===== src/rtl/c2tosm_pipe.sv =====
// c2tosm_pipe: two-stage two's-complement to sign-magnitude converter for an
// (x, y) operand pair, with saturation flags and a saturating event counter.
module c2tosm_pipe #(
  parameter int W  = 8,
  parameter int CW = 8
) (
  input  logic          clk,
  input  logic          rst,
  input  logic          in_valid,
  output logic          in_ready,
  input  logic [W-1:0]  x_c2,
  input  logic [W-1:0]  y_c2,
  output logic          out_valid,
  input  logic          out_ready,
  output logic [W-1:0]  x_sm,
  output logic [W-1:0]  y_sm,
  output logic          x_sat,
  output logic          y_sat,
  output logic [CW-1:0] sat_cnt,
  input  logic          cnt_clr
);

  localparam logic [W-1:0] MINV = {1'b1, {(W-1){1'b0}}};
  localparam logic [W-1:0] MAXN = {1'b1, {(W-1){1'b1}}};
  localparam logic [W-1:0] ONE  = W'(1);
  localparam logic [CW:0]  CMAX = {1'b0, {CW{1'b1}}};

  logic          r_s1_valid;
  logic [W-1:0]  r_s1_x;
  logic [W-1:0]  r_s1_y;
  logic          r_out_valid;
  logic [W-1:0]  r_x_sm;
  logic [W-1:0]  r_y_sm;
  logic          r_x_sat;
  logic          r_y_sat;
  logic [CW-1:0] r_cnt;

  logic          w_s1_load;
  logic          w_s2_load;
  logic [W-1:0]  w_x_neg;
  logic [W-1:0]  w_y_neg;
  logic          w_x_sat;
  logic          w_y_sat;
  logic [W-1:0]  w_x_sm;
  logic [W-1:0]  w_y_sm;
  logic [CW:0]   w_cnt_sum;
  logic [CW-1:0] w_cnt_next;

  assign w_s2_load = r_s1_valid && (!r_out_valid || out_ready);
  assign in_ready  = !r_s1_valid || w_s2_load;
  assign w_s1_load = in_valid && in_ready;

  assign w_x_neg = ~r_s1_x + ONE;
  assign w_y_neg = ~r_s1_y + ONE;
  assign w_x_sat = (r_s1_x == MINV);
  assign w_y_sat = (r_s1_y == MINV);

  // -2^(W-1) has no magnitude encoding; clamp to the largest negative one
  always_comb begin
    w_x_sm = r_s1_x;
    if (r_s1_x[W-1]) begin
      w_x_sm = w_x_sat ? MAXN : {1'b1, w_x_neg[W-2:0]};
    end
  end

  always_comb begin
    w_y_sm = r_s1_y;
    if (r_s1_y[W-1]) begin
      w_y_sm = w_y_sat ? MAXN : {1'b1, w_y_neg[W-2:0]};
    end
  end

  assign w_cnt_sum = {1'b0, r_cnt} + (CW+1)'(w_x_sat)
                   + (CW+1)'(w_y_sat);
  assign w_cnt_next = (w_cnt_sum > CMAX) ? CMAX[CW-1:0]
                                         : w_cnt_sum[CW-1:0];

  always_ff @(posedge clk or posedge rst) begin
    if (rst) begin
      r_s1_valid  <= 1'b0;
      r_s1_x      <= '0;
      r_s1_y      <= '0;
      r_out_valid <= 1'b0;
      r_x_sm      <= '0;
      r_y_sm      <= '0;
      r_x_sat     <= 1'b0;
      r_y_sat     <= 1'b0;
      r_cnt       <= '0;
    end else begin
      if (w_s1_load) begin
        r_s1_x <= x_c2;
        r_s1_y <= y_c2;
      end
      if (w_s1_load) begin
        r_s1_valid <= 1'b1;
      end else if (w_s2_load) begin
        r_s1_valid <= 1'b0;
      end
      if (w_s2_load) begin
        r_out_valid <= 1'b1;
        r_x_sm      <= w_x_sm;
        r_y_sm      <= w_y_sm;
        r_x_sat     <= w_x_sat;
        r_y_sat     <= w_y_sat;
      end else if (out_ready) begin
        r_out_valid <= 1'b0;
      end
      // counted on S2 load so a stalled output is never counted twice
      if (cnt_clr) begin
        r_cnt <= '0;
      end else if (w_s2_load) begin
        r_cnt <= w_cnt_next;
      end
    end
  end

  assign out_valid = r_out_valid;
  assign x_sm      = r_x_sm;
  assign y_sm      = r_y_sm;
  assign x_sat     = r_x_sat;
  assign y_sat     = r_y_sat;
  assign sat_cnt   = r_cnt;

endmodule


===== config.mk =====
export PLATFORM = sky130hd
export DESIGN_NAME = c2tosm_pipe
export DESIGN_NICKNAME = d
export VERILOG_FILES = /design/src/rtl/c2tosm_pipe.sv
export SDC_FILE = /design/constraint.sdc
export NUM_CORES = 1
export LEC_CHECK = 0
export CORE_ASPECT_RATIO = 1.2
export CORE_MARGIN = 4
export CORE_UTILIZATION = 43
export DETAILED_ROUTE_END_ITERATION = 7
export GPL_TIMING_DRIVEN = 0
export PLACE_DENSITY_LB_ADDON = 0.2
export SLEW_MARGIN = 20
export SYNTH_ARGS = -nofsm -noshare
export SYNTH_HDL_FRONTEND = slang
export SYNTH_SLANG_ARGS = --single-unit
export TNS_END_PERCENT = 1

===== constraint.sdc =====
create_clock -name clk -period 7.1 [get_ports clk]
set_input_delay 1.42 -clock clk [delete_from_list [all_inputs] [get_ports clk]]
set_output_delay 1.42 -clock clk [all_outputs]
set_load 0.02 [all_outputs]

# Word-level counts from Yosys, hierarchy flattened

Cells that the tools add are included.

$add $sub $neg: 4
Reduce and logical (&&, ||, !) cells: 9
Muxes and demuxes: 11
Bitwise gates (word level): 2
$lt $le $gt $ge: 1
Eq/ne operators: 2

Operators by type and width:

| operator              | number |
|---|---|
| $mux W8               | 5 |
| $eq A8 B8 Y1 const B  | 2 |
| $add A7 B1 Y7 const B | 2 |
| $mux W7               | 2 |
| $not A7 Y7            | 2 |
| $add A8 B1 Y9         | 1 |
| $add A9 B1 Y9         | 1 |
| $gt A9 B8 Y1 const B  | 1 |
| $reduce_bool A2 Y1    | 3 |
| $mux W1               | 4 |
| $logic_and A1 B1 Y1   | 2 |
| $logic_not A1 Y1      | 2 |
| $logic_or A1 B1 Y1    | 2 |

Input bits: 21
Register bits: 44

# Logic depth before layout (Yosys ltp)

Word-level depth: 7
Gate-level depth with buffers: 11
Mapped depth without buffers: 10

# Least setup slack after synthesis

No wires, ideal clock.

Path kind: in2out
Start point: in out_ready
End point: out in_ready
Path buffers: 0
Setup slack: 3963 ps
Stages on the path: 1
Arrival time: 1717 ps
Required time: 5680 ps
Cells stage by stage: nand3b_1

Cells in the longest elaborated chain, start to end: 3

Ends and longest elaborated chain:

| element             | line | text |
|---|---|---|
| from (decl)         | 14   | `input logic out_ready,` |
| $logic_or A1 B1 Y1  | 49   | `assign w_s2_load = r_s1_valid && (!r_out_valid \|\| out_ready);` |
| $logic_and A1 B1 Y1 | 49   |  |
| $logic_or A1 B1 Y1  | 50   | `assign in_ready = !r_s1_valid \|\| w_s2_load;` |
| to (decl)           | 10   | `output logic in_ready,` |

No other way between the ends.

# Final worst setup path

Same ends and word-level chain as after synthesis.

==> results.toml <==
[global_route]
grt_max_degree = 33
gr-total-overflow = 0
busiest_layer = "met2"
grt_pass1_wl_um = 6950
grt_use_met2_pct = 22.6
antenna_found_initial = 0
met3_usage_pct = 4.46
first_global_vias = 1492
track_usage_pct = 14.3
gr-usage-met1_pct = 18.6

[power]
vdd_drop_max_uv = 145
p_leak_nw = 1.17
power.density_mw_per_mm2 = 256
p_total_w = 0.000697

[synth]
syn_inst = 188
synthMuxAreaShare_pct = 10.2
synth_enable_flop_cells = 0
yosys.area.top_type_share_pct = 53.2
yosysSeqAreaShare_pct = 53.2
synthAdderAreaFrac_pct = 2.78
synth_area_per_cell_um2 = 11.0
synth_area_leader_cell = "dfrtp_1"
synth_seq_cells = 44
synth-compound-area-share_pct = 7.85
synth.area.top_cells = "dfrtp_1 (53%), mux2_2 (8.7%), nor2_1 (3.4%), a21oi_1 (3.1%), nand2_1 (2.5%)"
synth_flop_cell = "dfrtp_1"
syn-num-nets = 213
synth_top_family_by_area = "simple AND/OR/NAND/NOR gates"
synth_common_cells = "dfrtp_1 (44), nor2_1 (19), mux2_2 (16)"
yosysWarnings = 0
synth.cell_area_mm2 = 0.00207
synth-simple-area-share_pct = 19.2
synth_xor_area_share_pct = 3.38
synth_most_common_cell = "dfrtp_1"
synthArstFlopShare_pct = 100
ys_types = 37

[layout]
antenna_cells = 0
final_nets = 268
stdcell_count = 302
area_growth_pct = 31.7
drive_above_1_share_pct = 17.2

[hold_path]
min_path_type = "reg2reg"
whs_path_depth = 2

[critical_path]
rr_startpoint = "r_s1_y[0]$_DFFE_PP0P_"
critPathArrivalTime_ps = 2670
end_kind = "primary output"
crit_top_cell = "clkdlybuf4s50_1"
crit_required_ps = 5680
crit_path_end = "in_ready"
r2r-end = "sat_cnt[3]$_DFFE_PP0P_"
reg2reg_depth = 11
critPathLaunch = "out_ready"
critPathMaxFanout = 3
cp_cell_sequence = "clkdlybuf4s50_1 > nand3b_1 > clkdlybuf4s50_1"
path_class = "in2out"
r2r_setup_slack_ps = 4410
cp-start-kind = "primary input"
slowest_delay_ps = 630
cpMaxStageDelayCell = "clkdlybuf4s50_1"

[sta]
rsz0062_at_grt = "no"
worstMarginPinSlew_ps = 349
max_freq_mhz = 244
slew_headroom_pct = 76.7
setup_tns_ps = 0
hold_violations = 0
skew_ps = 3.83
min_period_ps = 4090
setup_viol = 0
final-max-slew-violation-count = 0
period_share_pct = 57.6
fin_ws_ps = 3010

[clock_network]
cts.path.max_buffers = 2
numCtsBuffers = 5
htreeDepth = 2
clock_latency_ps = 290
cts_setup_buffers = 0
clk_pin_slew_ps = 80
postCtsHoldBufs = 0
cts_resized = 0
clock_sinks = 44
root_buffer = "clkbuf_8"
cts_tree = "built"

[floorplanning]
die_x_um = 71.4
io_pins = 49
start_util_pct = 44.7
coreArea_mm2 = 0.00463
rows = 27
dieArea_mm2 = 0.00599
die_h_um = 84.0

[routing]
routedWlPerCell_um = 13.0
route.detailed.drc = 0
vias_per_cell = 5.00
antenna_left = 0
drt_iter0_drc = 65
dr.pass1.iters = 4
vias = 1510
wirelength_um = 3940

[placed_design]
dp_cells = 294
place_congestion = 0.721
io_buffers = 47
hpwl_um = 3020
dp_slack_ps = 3010

[run_status]
status = "finished, final reports clean"

[run]
drv_cap = 0
## cell type report
class                      instances  area (um^2)
fill                             397         1900
sequential                        44         1100
multi-input combinational        129          898
timing repair buffer              48          490
clock buffer                       6         82.6
tap                               58         72.6
buffer                             8         45.0
inverter                           7         26.3
clock inverter                     2         10.0
## power by group
part	leakage (nW)	total [W]	internal, W	switching [W]
Combinational	0.590	0.000214	0.000108	0.000106
Clock	0.0510	0.000158	0.0000776	0.0000803
Sequential	0.524	0.000326	0.000293	0.0000325
Total	1.17	0.000697	0.000479	0.000218
## per-layer routing
metal,part of all wire (%),up-vias
met3,5.9,2
met2,47,35
li1,-,760
met4,0.58,0
met5,0,-
met1,46,713
## worst max-delay path, delay by kind of cell
kind | cells | cell delay [ps]
buffers and inverters | 2 | 1090
and+or+nand+nor | 1 | 160
## cell usage in the layout (no fill, tap or decap), types with 2 or more instances in the layout
master	instances
clkbuf_8	6
nor2_1	19
nor2_2	2
buf_2	6
o31ai_1	2
a21oi_1	13
xnor2_1	3
nor2b_1	2
nand3_1	2
o21ai_1	4
dfrtp_1	44
o311ai_1	2
nand4_1	3
nand2b_1	5
nor3_1	9
nand2_1	14
and3_1	2
and4_1	3
xor2_1	5
or3b_4	2
nor4_4	2
mux2i_1	3
mux2_2	16
inv_1	6
clkdlybuf4s50_1	47
clkinv_2	2
ha_1	3
a211oi_1	3
## through the flow
step	util [%]	hold slack, ps	area (um^2)
finish	58.9	489	2730
global route	58.9	540	2730
CTS	58.9	502	2730
floorplan	-	495	2070
global placement	56.5	458	2610
detailed placement	56.9	483	2630
## flip-flops by register name (all words and copies together), names as in the netlist
register	count
x_sat	1
y_sat	1
r_s1_y	8
r_s1_x	8
x_sm	8
out_valid	1
r_s1_valid	1
sat_cnt	8
y_sm	8
## cells by family (layout without fill, tap and decap cells)
logic type	Yosys count	after routing
AND/OR/NAND/NOR	71	71
XOR/XNOR	8	8
flip-flops	44	44
multiplexers	19	19
AO/OA/AOI/OAI	27	27
buffers and inverters	15	71
adder cells (fa/ha/maj)	4	4
## worst min path at each step
| stage | from | end | slack [ps] |
|---|---|---|---|
| after floorplan | r_s1_x[0]$_DFFE_PP0P_ | r_s1_x[0]$_DFFE_PP0P_ | 500 |
| after global placement | y_sm[7]$_DFFE_PP0P_ | y_sm[7]$_DFFE_PP0P_ | 460 |
| after detailed placement | x_sm[7]$_DFFE_PP0P_ | x_sm[7]$_DFFE_PP0P_ | 480 |
| after CTS | x_sm[7]$_DFFE_PP0P_ | x_sm[7]$_DFFE_PP0P_ | 500 |
| after global routing | x_sm[1]$_DFFE_PP0P_ | x_sm[1]$_DFFE_PP0P_ | 540 |
| final | y_sm[7]$_DFFE_PP0P_ | y_sm[7]$_DFFE_PP0P_ | 490 |
No activity file was read; power rests on OpenSTA's default activity.
